[src/rtl/cabac_sig_ctx_pkg.sv]
// Shared constants for sig_coeff_flag context derivation: 4x4 scan orders,
// the 4x4-TU ctxIdxMap and the per-size context offsets.
package cabac_sig_ctx_pkg;

    typedef enum logic [1:0] {
        SCAN_DIAG = 2'd0,
        SCAN_HOR  = 2'd1,
        SCAN_VER  = 2'd2
    } scan_e;

    typedef enum logic {
        ST_IDLE = 1'b0,
        ST_RUN  = 1'b1
    } state_e;

    // Nibble i of each table is {yc[1:0], xc[1:0]} for in-CG scan position i.
    localparam logic [63:0] DIAG_SCAN_TAB = 64'hFBE7_AD36_9C25_8140;
    localparam logic [63:0] HOR_SCAN_TAB  = 64'hFEDC_BA98_7654_3210;
    localparam logic [63:0] VER_SCAN_TAB  = 64'hFB73_EA62_D951_C840;

    // Nibble i is the context for raster index (y*4 + x) of a 4x4 TU.
    localparam logic [63:0] CTX_IDX_MAP   = 64'h8877_8866_5432_5410;

    localparam logic [5:0] OFFSET_8X8_DIAG     = 6'd9;
    localparam logic [5:0] OFFSET_8X8_OTHER    = 6'd15;
    localparam logic [5:0] OFFSET_LUMA_LARGE   = 6'd21;
    localparam logic [5:0] OFFSET_CHROMA_LARGE = 6'd12;
    localparam logic [5:0] CHROMA_CTX_BASE     = 6'd27;

    function automatic logic [3:0] scan_pos_xy(input logic [1:0] scan_idx,
                                               input logic [3:0] pos);
        case (scan_idx)
            SCAN_HOR: return HOR_SCAN_TAB[{pos, 2'b00} +: 4];
            SCAN_VER: return VER_SCAN_TAB[{pos, 2'b00} +: 4];
            default:  return DIAG_SCAN_TAB[{pos, 2'b00} +: 4];
        endcase
    endfunction

    function automatic logic [3:0] ctx_idx_map(input logic [3:0] idx);
        return CTX_IDX_MAP[{idx, 2'b00} +: 4];
    endfunction

endpackage

[src/rtl/cabac_sig_ctx_lane.sv]
// One lane of sig_coeff_flag context derivation: in-CG scan position plus
// CG location, neighbour pattern and TU parameters -> context-RAM address.
module cabac_sig_ctx_lane
    import cabac_sig_ctx_pkg::*;
#(
    parameter int                ADDR_W    = 9,
    parameter logic [ADDR_W-1:0] ADDR_BASE = 9'h02c
) (
    input  logic [3:0]        pos_i,
    input  logic [2:0]        cg_x_i,
    input  logic [2:0]        cg_y_i,
    input  logic [1:0]        pattern_i,
    input  logic [2:0]        log2_size_i,
    input  logic [1:0]        scan_idx_i,
    input  logic              luma_i,
    output logic [ADDR_W-1:0] ctx_addr_o
);

    logic [3:0] xy;
    logic [1:0] xc, yc;
    logic [2:0] sum;
    logic [1:0] cnt;
    logic [5:0] offset;
    logic [5:0] ctx;
    logic       cg_origin;

    // NOTE: every variable gets a default at the top of the block, so no
    // path through the case/if tree can leave one unassigned and infer a latch.
    always_comb begin
        xy        = scan_pos_xy(scan_idx_i, pos_i);
        xc        = xy[1:0];
        yc        = xy[3:2];
        sum       = {1'b0, xc} + {1'b0, yc};
        cnt       = 2'd0;
        offset    = 6'd0;
        ctx       = 6'd0;
        cg_origin = (cg_x_i == 3'd0) && (cg_y_i == 3'd0);

        case (pattern_i)
            2'd0:    cnt = (sum == 3'd0) ? 2'd2 : (sum < 3'd3) ? 2'd1 : 2'd0;
            2'd1:    cnt = (yc == 2'd0) ? 2'd2 : (yc == 2'd1) ? 2'd1 : 2'd0;
            2'd2:    cnt = (xc == 2'd0) ? 2'd2 : (xc == 2'd1) ? 2'd1 : 2'd0;
            default: cnt = 2'd2;
        endcase

        if (log2_size_i == 3'd3) begin
            offset = (scan_idx_i == SCAN_DIAG) ? OFFSET_8X8_DIAG : OFFSET_8X8_OTHER;
        end else begin
            offset = luma_i ? OFFSET_LUMA_LARGE : OFFSET_CHROMA_LARGE;
        end

        if (log2_size_i == 3'd2) begin
            ctx = {2'b00, ctx_idx_map(xy)};
        end else if (cg_origin && (xy == 4'd0)) begin
            ctx = 6'd0;
        end else begin
            ctx = {4'd0, cnt} + ((luma_i && !cg_origin) ? 6'd3 : 6'd0) + offset;
        end

        if (!luma_i) begin
            ctx = ctx + CHROMA_CTX_BASE;
        end

        ctx_addr_o = ADDR_BASE + ADDR_W'(ctx);
    end

endmodule

[src/rtl/cabac_se_sig_coeff_ctx_gen.sv]
// Walks each coded 4x4 CG in reverse scan order and emits LANES registered
// sig_coeff_flag context addresses per beat, tracking the TU's CSBF map.
module cabac_se_sig_coeff_ctx_gen
    import cabac_sig_ctx_pkg::*;
#(
    parameter int                LANES     = 2,
    parameter int                ADDR_W    = 9,
    parameter logic [ADDR_W-1:0] ADDR_BASE = 9'h02c
) (
    input  logic                    clk,
    input  logic                    rst,
    input  logic                    tu_start_i,
    input  logic [2:0]              log2_size_i,
    input  logic [1:0]              scan_idx_i,
    input  logic [1:0]              coeff_type_i,
    input  logic                    cg_valid_i,
    output logic                    cg_ready_o,
    input  logic [2:0]              cg_x_i,
    input  logic [2:0]              cg_y_i,
    input  logic                    cg_coded_i,
    input  logic [3:0]              cg_first_pos_i,
    output logic                    ctx_valid_o,
    input  logic                    ctx_ready_i,
    output logic [LANES*ADDR_W-1:0] ctx_addr_o,
    output logic [LANES-1:0]        ctx_lane_en_o,
    output logic [LANES*4-1:0]      ctx_pos_o,
    output logic                    ctx_cg_done_o
);

    state_e                  state_q;
    logic [7:0][7:0]         csbf_q;
    logic [2:0]              log2_q;
    logic [1:0]              scan_q;
    logic                    luma_q;
    logic [2:0]              cg_x_q, cg_y_q;
    logic [1:0]              pattern_q;
    logic [5:0]              cur_q;
    logic                    ctx_valid_q;
    logic                    done_q;
    logic [LANES*ADDR_W-1:0] addr_q;
    logic [LANES-1:0]        en_q;
    logic [LANES*4-1:0]      pos_q;

    logic       cg_accept, load_new, beat_accept, advance;
    logic [3:0] cg_limit, x_p1, y_p1;
    logic [1:0] new_pattern;
    logic [5:0] src_cur;
    logic [2:0] src_x, src_y;
    logic [1:0] src_pattern;
    logic       done_d;
    logic [3:0]        lane_pos  [LANES];
    logic [LANES-1:0]  lane_en;
    logic [ADDR_W-1:0] lane_addr [LANES];
    logic              unused_ctype;

    assign unused_ctype = coeff_type_i[0];

    assign cg_ready_o  = !tu_start_i &&
                         ((state_q == ST_IDLE) || (state_q == ST_RUN && done_q && ctx_ready_i));
    assign cg_accept   = cg_valid_i && cg_ready_o;
    assign load_new    = cg_accept && cg_coded_i;
    assign beat_accept = ctx_valid_q && ctx_ready_i;
    assign advance     = beat_accept && !done_q;

    // Neighbours outside the TU's CG grid read as uncoded.
    assign cg_limit    = 4'd1 << (log2_q - 3'd2);
    assign x_p1        = {1'b0, cg_x_i} + 4'd1;
    assign y_p1        = {1'b0, cg_y_i} + 4'd1;
    assign new_pattern = {(y_p1 < cg_limit) ? csbf_q[cg_x_i][y_p1[2:0]] : 1'b0,
                          (x_p1 < cg_limit) ? csbf_q[x_p1[2:0]][cg_y_i] : 1'b0};

    assign src_cur     = load_new ? {2'b00, cg_first_pos_i} : cur_q - 6'(LANES);
    assign src_x       = load_new ? cg_x_i : cg_x_q;
    assign src_y       = load_new ? cg_y_i : cg_y_q;
    assign src_pattern = load_new ? new_pattern : pattern_q;
    assign done_d      = src_cur < 6'(LANES);

    always_comb begin
        for (int k = 0; k < LANES; k++) begin
            lane_pos[k] = 4'(src_cur - 6'(k));
            lane_en[k]  = src_cur >= 6'(k);
        end
    end

    for (genvar g = 0; g < LANES; g++) begin : g_lane
        cabac_sig_ctx_lane #(
            .ADDR_W    (ADDR_W),
            .ADDR_BASE (ADDR_BASE)
        ) u_lane (
            .pos_i       (lane_pos[g]),
            .cg_x_i      (src_x),
            .cg_y_i      (src_y),
            .pattern_i   (src_pattern),
            .log2_size_i (log2_q),
            .scan_idx_i  (scan_q),
            .luma_i      (luma_q),
            .ctx_addr_o  (lane_addr[g])
        );
    end

    // NOTE: sequential state uses non-blocking assignments only, so every
    // register samples the pre-edge value of every other register.
    always_ff @(posedge clk or posedge rst) begin
        if (rst) begin
            state_q     <= ST_IDLE;
            // NOTE: the CSBF map is 64 flops, not a RAM, so it is cheap to
            // reset and tu_start_i must clear it in a single cycle anyway.
            csbf_q      <= '0;
            log2_q      <= '0;
            scan_q      <= '0;
            luma_q      <= 1'b0;
            cg_x_q      <= '0;
            cg_y_q      <= '0;
            pattern_q   <= '0;
            cur_q       <= '0;
            ctx_valid_q <= 1'b0;
            done_q      <= 1'b0;
            addr_q      <= '0;
            en_q        <= '0;
            pos_q       <= '0;
        end else if (tu_start_i) begin
            state_q     <= ST_IDLE;
            csbf_q      <= '0;
            log2_q      <= log2_size_i;
            scan_q      <= scan_idx_i;
            luma_q      <= coeff_type_i[1];
            ctx_valid_q <= 1'b0;
            done_q      <= 1'b0;
            en_q        <= '0;
        end else begin
            if (cg_accept) begin
                csbf_q[cg_x_i][cg_y_i] <= cg_coded_i;
            end
            if (load_new || advance) begin
                state_q     <= ST_RUN;
                ctx_valid_q <= 1'b1;
                cur_q       <= src_cur;
                cg_x_q      <= src_x;
                cg_y_q      <= src_y;
                pattern_q   <= src_pattern;
                done_q      <= done_d;
                en_q        <= lane_en;
                for (int k = 0; k < LANES; k++) begin
                    addr_q[k*ADDR_W +: ADDR_W] <= lane_en[k] ? lane_addr[k] : '0;
                    pos_q[k*4 +: 4]            <= lane_en[k] ? lane_pos[k] : 4'd0;
                end
            end else if (beat_accept) begin
                state_q     <= ST_IDLE;
                ctx_valid_q <= 1'b0;
            end
        end
    end

    assign ctx_valid_o   = ctx_valid_q;
    assign ctx_addr_o    = addr_q;
    assign ctx_lane_en_o = en_q;
    assign ctx_pos_o     = pos_q;
    assign ctx_cg_done_o = done_q;

endmodule

[config.mk]
export PLATFORM = sky130hd
export DESIGN_NAME = cabac_se_sig_coeff_ctx_gen
export DESIGN_NICKNAME = d
export VERILOG_FILES = /design/src/rtl/cabac_sig_ctx_pkg.sv /design/src/rtl/cabac_sig_ctx_lane.sv /design/src/rtl/cabac_se_sig_coeff_ctx_gen.sv
export SDC_FILE = /design/constraint.sdc
export NUM_CORES = 1
export LEC_CHECK = 0
export BUFFER_PORTS_ARGS = -buffer_cell sky130_fd_sc_hd__clkbuf_2
export CAP_MARGIN = 5
export CORE_MARGIN = 3
export CORE_UTILIZATION = 55
export CTS_BUF_LIST = sky130_fd_sc_hd__clkbuf_8
export CTS_CLUSTER_SIZE = 28
export DETAILED_ROUTE_END_ITERATION = 8
export GPL_TIMING_DRIVEN = 1
export PLACE_DENSITY_LB_ADDON = 0.05
export SKIP_CTS_REPAIR_TIMING = 1
export SLEW_MARGIN = 30
export SYNTH_ARGS = -nofsm -noshare
export SYNTH_HDL_FRONTEND = slang
export SYNTH_HIERARCHICAL = 1
export SYNTH_SLANG_ARGS = --single-unit
export TNS_END_PERCENT = 50
[constraint.sdc]
create_clock -name clk -period 9.6 [get_ports clk]
set_input_delay 1.44 -clock clk [delete_from_list [all_inputs] [get_ports clk]]
set_output_delay 1.44 -clock clk [all_outputs]
set_load 0.005 [all_outputs]
Yosys cells after proc, flatten, opt, wreduce, memory -nomap -nowiden. Index checks and enable logic that the tools add are counted.

Reduce and logical (&&, ||, !) cells: 34. Muxes and demuxes: 58. Equal/unequal tests: 10. Add/sub/neg operators: 15. Bitwise logic cells: 2. Order comparisons: 13. Shift-type cells: 9.

Operators by type and width (count): 64-bit by 7-bit variable part select with 4-bit output (first input constant) (8); 64-bit 2-to-1 mux (2); 64-bit bitwise mux (1); 8-bit binary-select mux with 3-bit select (2); 6-bit 2-to-1 mux (7); 8-bit demux with 3-bit select (1); 8-bit 2-to-1 mux (3); 2-bit 2-to-1 mux (10); 9-bit 2-to-1 mux (2); 3-bit by 4-bit < comparator with 1-bit output (second input constant) (4); 1-bit 2-to-1 mux (16); 4-bit one-hot mux with 2 select lines (2); 6-bit by 6-bit adder with 7-bit output (first input constant) (2); 1-bit logical AND (13); 6-bit by 5-bit adder with 6-bit output (second input constant) (2); 2-bit by 1-bit equality test with 1-bit output (second input constant) (6); 6-bit by 1-bit >= comparator with 1-bit output (second input constant) (2); 2-bit logical NOT (6); 3-bit logical NOT (4); 2-bit one-hot mux with 3 select lines (2); 5-bit 2-to-1 mux (2); 2-bit by 2-bit adder with 3-bit output (3); 3-bit 2-to-1 mux (3); 3-bit by 1-bit adder with 4-bit output (second input constant) (2); other kinds (23) (36).

Word-level logic and storage cells: 161. Register bits: 114. Output and inout bits: 31.

Logic depth before layout (Yosys ltp). Gate-level depths: netlist of the first run.

Depth after elaboration: 23. Gate-level depth with buffers: 34.

Modules after synthesis. Netlist of the first run, hierarchy kept.

Modules (own cells, without submodules): cabac_se_sig_coeff_ctx_gen (sequential area each 2752.6 µm², instances 1, cells an instance 708, area an instance 6561.3 µm²); cabac_sig_ctx_lane at g_lane[1].u_lane (sequential area each 0.0 µm², instances 1, cells an instance 141, area an instance 1116.1 µm²); cabac_sig_ctx_lane at g_lane[0].u_lane (sequential area each 0.0 µm², instances 1, cells an instance 145, area an instance 1079.8 µm²).

Worst setup path before layout of the first run. OpenSTA, ideal clock, no wires.

Path type: input -> register. From: in cg_valid_i. To: reg addr_q[13] (netlist: ctx_addr_o[13]). Slack: 2.244 ns. Stages on the path: 29. Library setup time: 0.073 ns. Data arrival time: 7.283 ns. Cells stage by stage: nor2b_2 > and3_1 > buf_6 > mux2i_4 > nand2_1 > xnor2_1 > inv_1 > buf_2 > buf_6 > or2_1 > a31oi_1 > o311ai_4 > ha_1 > fa_1 > nor4_1 > a211oi_1 > a21oi_1 > fa_1 > ha_1 > fa_1 > mux2i_1 > a21oi_1 > a21oi_1 > xnor2_1 > ha_1 > xnor2_1 > xnor2_1 > nand2_1 > a21oi_2.

RTL lines: start: declaration (line cabac_se_sig_coeff_ctx_gen.sv:16) `input logic cg_valid_i,`; end signal: indexed assignment (line cabac_se_sig_coeff_ctx_gen.sv:144) `addr_q[k*ADDR_W +: ADDR_W] <= lane_en[k] ? lane_addr[k] : '0;`; end: declaration (line cabac_se_sig_coeff_ctx_gen.sv:40) `logic [LANES*ADDR_W-1:0] addr_q;`.

==> results.md, run 1 <==
* Max IR drop VDD at 0.000265 V
* RSZ-0062 raised after global routing: false
* Core Util, Final at 0.596
* CTS tree: done
* Slew HR at 0.341
* Setup ws final at 1250 ps
* MaxCap Viol Count at 0
* Total Routed Length at 22100 µm
* Crit end category: register
* Top_reg_cell synth: dfrtp_1
* Vias in the first global route at 7071
* Area after DPL at 0.00896 mm²
* Outcome: finished clean
* CP arrival at 8680 ps
* WL met1 at 9950 µm
* Starting Density at 0.570
* Mapped Area at 0.00876 mm²
* Slew Limit Fails at 0
* Switching share of total power at 0.483
* GP Congestion at 0.885
* Port Buffers at 52
* #FFs+latches synth at 110
* Final Cell Area at 0.00916 mm²
* Buffer depth of the longest clock path at 2
* Synth top area cells: dfrtp_1 31%, nand2_1 6.0%, mux2i_1 5.6%, ha_1 4.6%, mux4_2 4.4%
* Slew at the pin closest to its max-slew limit at 981 ps
* Gr usage total at 0.255
* # DRC at 0
* I/O Pins at 54
* Flop pwr share at 0.164
* DR top layer: met4
* Hold Path Class: reg -> reg
* Antenna-violating nets left at 0
* Buf/Inv on CP at 2
* Nets at 1061
* Slowest CP cell: mux2i_4
* Total leakage power at 4.01 nW
* Critical Path RT at 9940 ps
* Syn_area_per_cell at 8.81 µm²
* Ys async rst share at 1.00
* Crit-path max FO at 21
* Final setup vio count at 0
* Crit Path Class: in -> reg
* Clock root cell: clkbuf_8
* Synth warn at 6
* Die area at 0.0175 mm²
* Global route total overflow at 0
* Wire length per cell at 18.2 µm
* Layout cells sized above 1 at 0.166
* Sink Count at 110
* Fin crit share at 0.870
* EDFF count, synth at 0
* Area leader, netlist: dfrtp_1
* Post-synthesis sequential area ratio at 0.314
* Die Y at 132 µm
* CP delay by family, top: adder cells
* First-pass GRT wire length at 36800 µm
* Crit path time final at 8350 ps
* CTS Buf Count at 9
* Worst Setup Start Kind: input pin
* Pre-CTS setup slack at 858 ps
* Unique masters post-synth at 99
* CP max stage delay at 730 ps
* Cell mode on critical path: xnor2_1
* Initial antenna violation count at 0
* Vias per cell at 6.10
* Drt initial violations at 803
* Routed met3 length at 1100 µm
* Fmax at 0.120 GHz
* Int Pwr at 0.00177 W
* Core region area at 0.0154 mm²
* Post-Syn Instances at 994
* Top cells by count, synth: 140 x nand2_1, 110 x dfrtp_1, 99 x nor2_1
* # rows at 45
* DP Wirelength at 15000 µm
* Yosys top cell area share at 0.314
* Net switching power at 0.00166 W
* Routed vias at 7411
* Final hold vios at 0
* Layout area overhead at 4.63%
* N_diodes at 0
* Clock power frac at 0.088
* Die Wd at 132 µm
* Drt first pass iters at 5
* Combinational Power Share at 0.748
* Clock-pin slew on the worst setup and hold paths at 120 ps
* Fillers at 1406
* Htree depth at 3
* Pin count of the biggest net entering global routing at 77
* Count leader, synth: nand2_1
* Met2 WL at 10500 µm
* Setup_tns at 0 ps
* Final setup skew at 13.4 ps
* Clk Latency, worst-skew pair at 390 ps
* Power Dens Cells at 375 mW/mm²
[final timing paths]
check                                   startpoint                         end  slack [ps]  cells after the start
setup / recovery                        tu_start_i  ctx_addr_o[13]$_DFFE_PP0P_        1250                     27
hold / removal               cg_x_q[0]$_DFFE_PP0P_       cg_x_q[0]$_DFFE_PP0P_         480                      2
setup reg to reg           ctx_valid_o$_DFFE_PP0P_  ctx_addr_o[13]$_DFFE_PP0P_        1940                     26
hold reg to reg              cg_x_q[0]$_DFFE_PP0P_       cg_x_q[0]$_DFFE_PP0P_         480                      2
max in group asynchronous                      rst   ctx_addr_o[4]$_DFFE_PP0P_        7510                      3
min in group asynchronous                      rst      csbf_q[58]$_DFFE_PP0P_        1060                      2
[final cells by class]
class                   instances  area, µm²  share of cell area
multi-input cells             773       5450               0.594
flip-flops and latches        110       2750               0.300
repair buffers                 61        332              0.0362
well taps                     211        264              0.0288
inverters                      43        166              0.0182
clock buffers                   9        124              0.0135
clock inverters                 7       77.6             0.00847
[power groups by stage]
stage                     Combinational, W  Sequential (W)  Clock [W]
after floorplan                    0.00215        0.000569          0
final                              0.00257        0.000563   0.000302
after CTS                          0.00256        0.000564   0.000311
after global routing               0.00289        0.000572   0.000324
after detailed placement           0.00255        0.000572          0
after global placement             0.00254        0.000572          0
[registers in the layout (all words and copies together), names as in the netlist]
signal and flops:
csbf_q 64, ctx_addr_o 18, cur_q 6, ctx_pos_o 4, cg_x_q 3, cg_y_q 3
log2_q 3, ctx_lane_en_o 2, pattern_q 2, scan_q 2, ctx_cg_done_o 1, ctx_valid_o 1
luma_q 1
[through the flow]
step                total power [W]  instances  hold WS [ps]
finish                      0.00343       1214           480
CTS                         0.00344       1214           486
global route                0.00378       1214           530
floorplan                   0.00272        996           439
detailed placement          0.00312       1198           460
global placement            0.00311       1198           452
[cell usage in the layout, fill, tap and decap left out, drive strengths merged, types with 14 or more instances in the layout]
master,n
ha,32
a21oi,77
nor2,101
inv,47
clkbuf,61
mux2,22
nand2,140
mux4,18
o21ai,68
dfrtp,110
nand2b,14
nand3,27
mux2i,50
[logic make-up (layout without fill, tap and decap cells)]
kind of cell             Yosys count  after routing  share of synthesized area
adder cells (fa/ha/maj)           40             40                     0.0640
buffers and inverters            113            120                     0.0647
multiplexers                      90             90                      0.134
flip-flops                       110            110                      0.314
other                              2              4                   0.000858
AO/OA/AOI/OAI                    247            247                      0.197
XOR/XNOR                          18             18                     0.0189
AND/OR/NAND/NOR                  374            374                      0.206
[layer usage]
| layer | vias to the layer above | global-route usage |
|---|---|---|
| li1 | 3570 | - |
| met1 | 3588 | 0.347 |
| met2 | 214 | 0.420 |
| met3 | 39 | 0.0393 |
| met4 | 0 | 0.0808 |
| met5 | - | 0 |
[tightest hold or removal path, delay by kind of cell (launching register included)]
kind / cells / cell delay [ps]
compound gates: 1 / 60
flops: 1 / 340
simple gates: 1 / 50
(Power assumes the default switching activity.)
==> run 2, diff against run 1 <==
--- a/config.mk
+++ b/config.mk
@@ -5,6 +5,7 @@
 export SDC_FILE = /design/constraint.sdc
 export NUM_CORES = 1
 export LEC_CHECK = 0
+export ABC_AREA = 1
 export BUFFER_PORTS_ARGS = -buffer_cell sky130_fd_sc_hd__clkbuf_2
 export CAP_MARGIN = 5
 export CORE_MARGIN = 3
==> run 2 against run 1 <==
- final cell count is 21% higher
- clock-buffer cell count unchanged
- largest power group unchanged
- largest cell class unchanged
- register-to-register slack better by 1000 ps
- critical path type unchanged
- sequential cell count unchanged
- synthesized cell count rose by 26%
- global-route usage is 0.36 points higher
- setup slack improved by 760 ps
==> results.md, run 2 <==
* Critical Path RT at 9880 ps (was 9940 ps)
* Outcome: finished clean (unchanged)
* Pin count of the biggest net entering global routing at 73 (was 77)
* Total Routed Length at 22300 µm (was 22100 µm)
* Crit end category: register (unchanged)
* Crit-path max FO at 29 (was 21)
* Yosys top cell area share at 0.313 (was 0.314)
* Layout area overhead at 4.73% (was 4.63%)
* CTS tree: done (unchanged)
* Wire length per cell at 15.2 µm (was 18.2 µm)
* R2R depth at 36 (was 26)
* CP arrival at 7870 ps (was 8680 ps)
* Die area at 0.0175 mm² (about the same)
* Main combinational cell family by area after synthesis: simple AND/OR/NAND/NOR gates (unchanged)
* Syn_area_per_cell at 7.02 µm² (was 8.81 µm²)
* Hold Path Class: reg -> reg (unchanged)
* Core Util, Final at 0.596 (about the same)
* DP Wirelength at 15700 µm (was 15000 µm)
* Final hold vios at 0 (unchanged)
* CP max stage delay at 560 ps (was 730 ps)
* Clock root cell: clkbuf_8 (unchanged)
* Synth Area in Compound Gates at 0.161 (was 0.197)
* Top_reg_cell synth: dfrtp_1 (unchanged)
* Drt first pass iters at 5 (unchanged)
* Unique masters post-synth at 57 (was 99)
* Max IR drop VDD at 0.000180 V (was 0.000265 V)
* Hold wc startpoint: ctx_addr_o[6]$_DFFE_PP0P_ (was cg_x_q[0]$_DFFE_PP0P_)
* Vias per cell at 5.43 (was 6.10)
* Worst Setup Start Kind: input pin (unchanged)
* # rows at 45 (unchanged)
* Initial antenna violation count at 0 (unchanged)
* Area after DPL at 0.00899 mm² (was 0.00896 mm²)
* R2r startpoint: ctx_cg_done_o$_DFFE_PP0P_ (was ctx_valid_o$_DFFE_PP0P_)
* I/O Pins at 54 (unchanged)
* Crit Path Class: in -> reg (unchanged)
* Antenna-violating nets left at 0 (unchanged)
* Synth Area in Adders at 0.0638 (was 0.0640)
* Final setup skew at 26.6 ps (was 13.4 ps)
* Nets at 1317 (was 1061)
* Slowest CP cell: ha_1 (was mux2i_4)
* Clock-pin slew on the worst setup and hold paths at 120 ps (about the same)
* Synth Area in Simple Gates at 0.342 (was 0.206)
* First-pass GRT wire length at 37200 µm (was 36800 µm)
* Post-Syn Instances at 1251 (was 994)
* Layout cells sized above 1 at 0.149 (was 0.166)
* Gr usage total at 0.258 (was 0.255)
* Max reg flops at 64 (unchanged)
* Final Cell Area at 0.00920 mm² (was 0.00916 mm²)
* Clk Latency, worst-skew pair at 410 ps (was 390 ps)
* Cell mode on critical path: inv_1 (was xnor2_1)
* Port Buffers at 52 (unchanged)
* Slew at the pin closest to its max-slew limit at 1000 ps (was 981 ps)
* EDFF count, synth at 0 (unchanged)
* Drt initial violations at 569 (was 803)
* Sink Count at 110 (unchanged)
* MaxCap Viol Count at 0 (unchanged)
* Fmax at 0.132 GHz (was 0.120 GHz)
* Die Wd at 132 µm (about the same)
* Final setup vio count at 0 (unchanged)
* GP Congestion at 0.888 (was 0.885)
* Vias in the first global route at 7372 (was 7071)
* Crit path time final at 7590 ps (was 8350 ps)
* Setup_tns at 0 ps (unchanged)
* Slew HR at 0.332 (was 0.341)
* Mapped Area at 0.00878 mm² (was 0.00876 mm²)
* Starting Density at 0.569 (was 0.570)
* Top cells by count, synth: 377 x nand2_1, 118 x inv_1, 110 x dfrtp_1 (was 140 x nand2_1, 110 x dfrtp_1, 99 x nor2_1)
* Synth top area cells: dfrtp_1 31%, nand2_1 16%, nand3_1 5.6%, inv_1 5.0%, ha_1 4.6% (was dfrtp_1 31%, nand2_1 6.0%, mux2i_1 5.6%, ha_1 4.6%, mux4_2 4.4%)
* Power Dens Cells at 290 mW/mm² (was 375 mW/mm²)
* Count leader, synth: nand2_1 (unchanged)
* R2r endpoint: ctx_addr_o[13]$_DFFE_PP0P_ (unchanged)
* Die Y at 132 µm (about the same)
* Commonest non-fill, non-tap cell in the layout: nand2_1 (unchanged)
* Buffer depth of the longest clock path at 2 (unchanged)
* Slew Limit Fails at 0 (unchanged)
* Fin crit share at 0.790 (was 0.870)
* Synth Area in XOR/XNOR at 0.0108 (was 0.0189)
* Core region area at 0.0154 mm² (about the same)
* Commonest non-fill, non-tap cells in the layout: 377 x nand2_1, 117 x inv_1, 110 x dfrtp_1 (was 140 x nand2_1, 110 x dfrtp_1, 99 x nor2_1)
* Area leader, netlist: dfrtp_1 (unchanged)
* Synth warn at 6 (unchanged)
* Routed vias at 7975 (was 7411)
* WHS Endpoint: ctx_addr_o[6]$_DFFE_PP0P_ (was cg_x_q[0]$_DFFE_PP0P_)
* WHS Path Cells at 2 (unchanged)
* RSZ-0062 raised after global routing: false (unchanged)
* N_diodes at 0 (unchanged)
* Post-synthesis sequential area ratio at 0.313 (was 0.314)
* Global route total overflow at 0 (unchanged)
* Htree depth at 3 (unchanged)
* R2r setup slk at 2950 ps (was 1940 ps)
* # DRC at 0 (unchanged)
* CTS Buf Count at 9 (unchanged)
* Ys async rst share at 1.00 (unchanged)
* Total leakage power at 4.77 nW (was 4.01 nW)
* Mux cell area share after synthesis at 0.00114 (was 0.134)
* Biggest register: csbf_q (unchanged)
* #FFs+latches synth at 110 (unchanged)
==> run 2: cell count changes in the layout (fill, tap and decap cells not counted), sizes merged, moves of 9 or more <==
cell | previous run | this run
a31oi | 8 | 52
a211oi | 12 | 2
nand3b | 10 | 1
nand3 | 27 | 114
mux2 | 22 | 0
a21oi | 77 | 25
inv | 47 | 140
nor2b | 12 | 0
nand2 | 140 | 403
mux4 | 18 | 0
a22oi | 5 | 53
nand2b | 14 | 0
mux2i | 50 | 1
==> run 2: metrics by stage <==
stage	instances	worst slack (ps)	power, W	hold WS [ps]
after global routing	1470	1480	0.00297	505
final	1470	2010	0.00266	483
after floorplan	1253	3060	0.00206	443
after CTS	1470	2020	0.00268	487
after detailed placement	1454	1610	0.00238	458
after global placement	1454	1720	0.00234	454
==> run 2: cell families (layout without fill, tap and decap cells) <==
logic type               after synthesis  count (layout)
buffers and inverters                213             219
AND/OR/NAND/NOR                      660             660
adder cells (fa/ha/maj)               40              40
multiplexers                           1               1
AO/OA/AOI/OAI                        215             215
XOR/XNOR                              10              10
flip-flops                           110             110
other                                  2               4
==> run 2: worst max path at each step <==
stage | from | end | slack, ps | cells past startpoint
after global placement | tu_start_i | ctx_addr_o[13]$_DFFE_PP0P_ | 1720 | 35
after detailed placement | tu_start_i | ctx_addr_o[13]$_DFFE_PP0P_ | 1610 | 35
after floorplan | ctx_ready_i | ctx_addr_o[13]$_DFFE_PP0P_ | 3060 | 36
final | tu_start_i | ctx_addr_o[13]$_DFFE_PP0P_ | 2010 | 35
after CTS | tu_start_i | ctx_addr_o[13]$_DFFE_PP0P_ | 2020 | 35
after global routing | tu_start_i | ctx_addr_o[13]$_DFFE_PP0P_ | 1480 | 35
==> run 2: cell type report <==
cell class / instances / area (µm²)
Fill cell: 1516 / 6230
Multi-Input combinational cell: 930 / 5090
Sequential cell: 110 / 2750
Inverter: 139 / 533
Timing Repair Buffer: 64 / 354
Tap cell: 211 / 264
Clock buffer: 9 / 124
Clock inverter: 7 / 75.1
==> run 2: critical path, delay by kind of cell <==
| family | cells | cell delay, ps |
|---|---|---|
| adders and majority gates | 7 | 2470 |
| buffers and inverters | 9 | 1090 |
| AOI/OAI and AO/OA | 4 | 880 |
| xor gates and xnor gates | 2 | 320 |
| and+or+nand+nor | 13 | 1640 |
==> run 2: where the power goes <==
| group | switching, W | internal (W) | total, W |
|---|---|---|---|
| sequential | 0.0000392 | 0.000525 | 0.000565 |
| clock | 0.000183 | 0.000103 | 0.000286 |
| combinational | 0.00112 | 0.000689 | 0.00181 |
==> run 2: per-layer routing <==
metal	vias up	part of all wire	wire, µm	track usage
met2	203	0.49	11000	0.442
met5	-	0	0	0
met1	3648	0.44	9880	0.340
li1	4096	-	-	-
met3	28	0.044	983	0.0393
met4	0	0.020	454	0.0762
==> run 3, diff against run 2 <==
--- a/config.mk
+++ b/config.mk
@@ -5,7 +5,7 @@
 export SDC_FILE = /design/constraint.sdc
 export NUM_CORES = 1
 export LEC_CHECK = 0
-export ABC_AREA = 1
+export ABC_AREA = 0
 export BUFFER_PORTS_ARGS = -buffer_cell sky130_fd_sc_hd__clkbuf_2
 export CAP_MARGIN = 5
 export CORE_MARGIN = 3
==> constraint.sdc (replaced) <==
create_clock -name clk -period 6.6 [get_ports clk]
set_input_delay 0.99 -clock clk [delete_from_list [all_inputs] [get_ports clk]]
set_output_delay 0.99 -clock clk [all_outputs]
set_load 0.005 [all_outputs]
==> run 3 against run 2 <==
- clock skew decreased by 13 ps
- setup slack worse by 1800 ps
- via count down 2.6%
- largest cell class unchanged
- largest power group unchanged
- highest routed layer unchanged
==> results.md, run 3 (same netlist as run 1, synthesis figures left out) <==
* Core Util, Final at 0.649 (was 0.596)
* MaxCap Viol Count at 0 (unchanged)
* Pre-CTS setup slack at -129 ps (was 1610 ps)
* Crit Path Class: in -> reg (unchanged)
* Layout area overhead at 13.9% (was 4.73%)
* CTS Buf Count at 9 (unchanged)
* Tot Pwr at 0.00634 W (was 0.00266 W)
* Fin crit share at 0.962
* Wire length per cell at 17.9 µm (was 15.2 µm)
* Setup ws final at 252 ps (was 2010 ps)
* Die Y at 132 µm (about the same)
* Biggest register: csbf_q (unchanged)
* Commonest non-fill, non-tap cell in the layout: nand2_1 (unchanged)
* R2r startpoint: ctx_valid_o$_DFFE_PP0P_ (was ctx_cg_done_o$_DFFE_PP0P_)
* First-pass GRT wire length at 37900 µm (was 37200 µm)
* Vias in the first global route at 7429 (was 7372)
* Total Routed Length at 23300 µm (was 22300 µm)
* Switching share of total power at 0.446 (was 0.506)
* # rows at 45 (unchanged)
* Starting Density at 0.570 (was 0.569)
* Initial antenna violation count at 0 (unchanged)
* CTS tree: done (unchanged)
* DP Wirelength at 16300 µm (was 15700 µm)
* Max reg flops at 64 (unchanged)
* I/O Pins at 54 (unchanged)
* Critical Path RT at 6920 ps (was 9880 ps)
* Drt first pass iters at 6 (was 5)
* Htree depth at 3 (unchanged)
* Placed cell count at 1271 (was 1454)
* Port Buffers at 52 (unchanged)
* Die Wd at 132 µm (about the same)
* Combinational Power Share at 0.800 (was 0.681)
* Slew Limit Fails at 0 (unchanged)
* Commonest non-fill, non-tap cells in the layout: 139 x nand2_1, 110 x dfrtp_1, 97 x nor2_1 (was 377 x nand2_1, 117 x inv_1, 110 x dfrtp_1)
* Final hold vios at 0 (unchanged)
* Clk Latency, worst-skew pair at 400 ps (was 410 ps)
* Vias per cell at 5.99 (was 5.43)
* N_diodes at 0 (unchanged)
* Routed vias at 7770 (was 7975)
* Drt initial violations at 673 (was 569)
* Setup_tns at 0 ps (unchanged)
* Int Pwr at 0.00351 W (was 0.00132 W)
* Crit path time final at 6350 ps
* Max IR drop VDD at 0.000747 V (was 0.000180 V)
* Fmax at 0.158 GHz
* Hold wc startpoint: cg_x_q[0]$_DFFE_PP0P_ (was ctx_addr_o[6]$_DFFE_PP0P_)
* Storage element area at 0.00275 mm² (unchanged)
* Outcome: finished clean (unchanged)
* Sink Count at 110 (unchanged)
* Antenna-violating nets left at 0 (unchanged)
* Nets at 1144 (was 1317)
* CP arrival at 6670 ps (was 7870 ps)
* GP Congestion at 0.922 (was 0.888)
* Gr usage total at 0.264 (was 0.258)
* CP max stage delay at 560 ps (about the same)
* Footprint of the multi-input gates at 0.00562 mm² (was 0.00509 mm²)
* Fillers at 1344 (was 1516)
* Net switching power at 0.00283 W (was 0.00135 W)
* Non-Filler Instances at 1297 (was 1470)
* Slowest CP cell: fa_1 (was ha_1)
* Final setup vio count at 0 (unchanged)
* CP startpoint: ctx_ready_i (was tu_start_i)
* Power Dens Cells at 636 mW/mm² (was 290 mW/mm²)
* Core region area at 0.0154 mm² (about the same)
* Hold Path Class: reg -> reg (unchanged)
* Global route total overflow at 0 (unchanged)
* Crit-path max FO at 5 (was 29)
* Layout cells sized above 1 at 0.257 (was 0.149)
* Final setup skew at 13.3 ps (was 26.6 ps)
* Flop pwr share at 0.130 (was 0.212)
* Clock root cell: clkbuf_8 (unchanged)
* Clock power frac at 0.070 (was 0.107)
* Worst Setup Start Kind: input pin (unchanged)
* # DRC at 0 (unchanged)
* Slew HR at 0.320 (was 0.332)
* Crit end category: register (unchanged)
* Slew at the pin closest to its max-slew limit at 1020 ps (was 1000 ps)
* Clock-pin slew on the worst setup and hold paths at 110 ps (was 120 ps)
* Die area at 0.0175 mm² (about the same)
* Pin count of the biggest net entering global routing at 77 (was 73)
* Total leakage power at 4.43 nW (was 4.77 nW)
* Buffer depth of the longest clock path at 2 (unchanged)
## run 3: area by class of cell
class / instances / share of cell area
clock buffers: 9 / 0.0124
inverters: 43 / 0.0167
flip-flops and latches: 110 / 0.276
clock inverters: 7 / 0.00840
multi-input cells: 773 / 0.563
repair buffers: 143 / 0.0961
well taps: 211 / 0.0265
repair inverters: 1 / 0.000753
## run 3: layer usage
layer  part of all wire  global-route usage
met1               0.44               0.355
met2               0.48               0.441
met3              0.048              0.0408
met4              0.033              0.0883
met5                  0                   0
## run 3: final timing paths
check / endpoint / slack (ps) / cells past startpoint
max: ctx_addr_o[13]$_DFFE_PP0P_ / 250 / 29
min: cg_x_q[0]$_DFFE_PP0P_ / 480 / 2
max reg2reg: ctx_addr_o[13]$_DFFE_PP0P_ / 460 / 28
min reg2reg: cg_x_q[0]$_DFFE_PP0P_ / 480 / 2
max in group asynchronous: ctx_addr_o[4]$_DFFE_PP0P_ / 4740 / 3
min in group asynchronous: csbf_q[60]$_DFFE_PP0P_ / 670 / 2
## run 3: power groups by stage
stage | Clock [W] | Combinational, W | Sequential, W
2_1_floorplan | 0 | 0.00317 | 0.000828
3_3_place_gp | 0 | 0.00442 | 0.000837
3_5_place_dp | 0 | 0.00450 | 0.000837
4_1_cts | 0.000456 | 0.00453 | 0.000826
5_1_grt | 0.000479 | 0.00559 | 0.000842
6_report | 0.000444 | 0.00507 | 0.000827
## run 3: through the flow
stage	cell area [µm²]	hold slack, ps
finish	9970	481
global route	9970	500
CTS	9750	487
detailed placement	9540	461
global placement	9540	450
floorplan	8800	439
## run 3: worst max-delay path, delay by kind of cell
kind | cells | cell delay, ps
compound gates | 8 | 1410
xor+xnor | 3 | 490
fa+ha+maj | 7 | 2320
buf+inv | 5 | 630
mux | 2 | 270
simple gates | 4 | 540
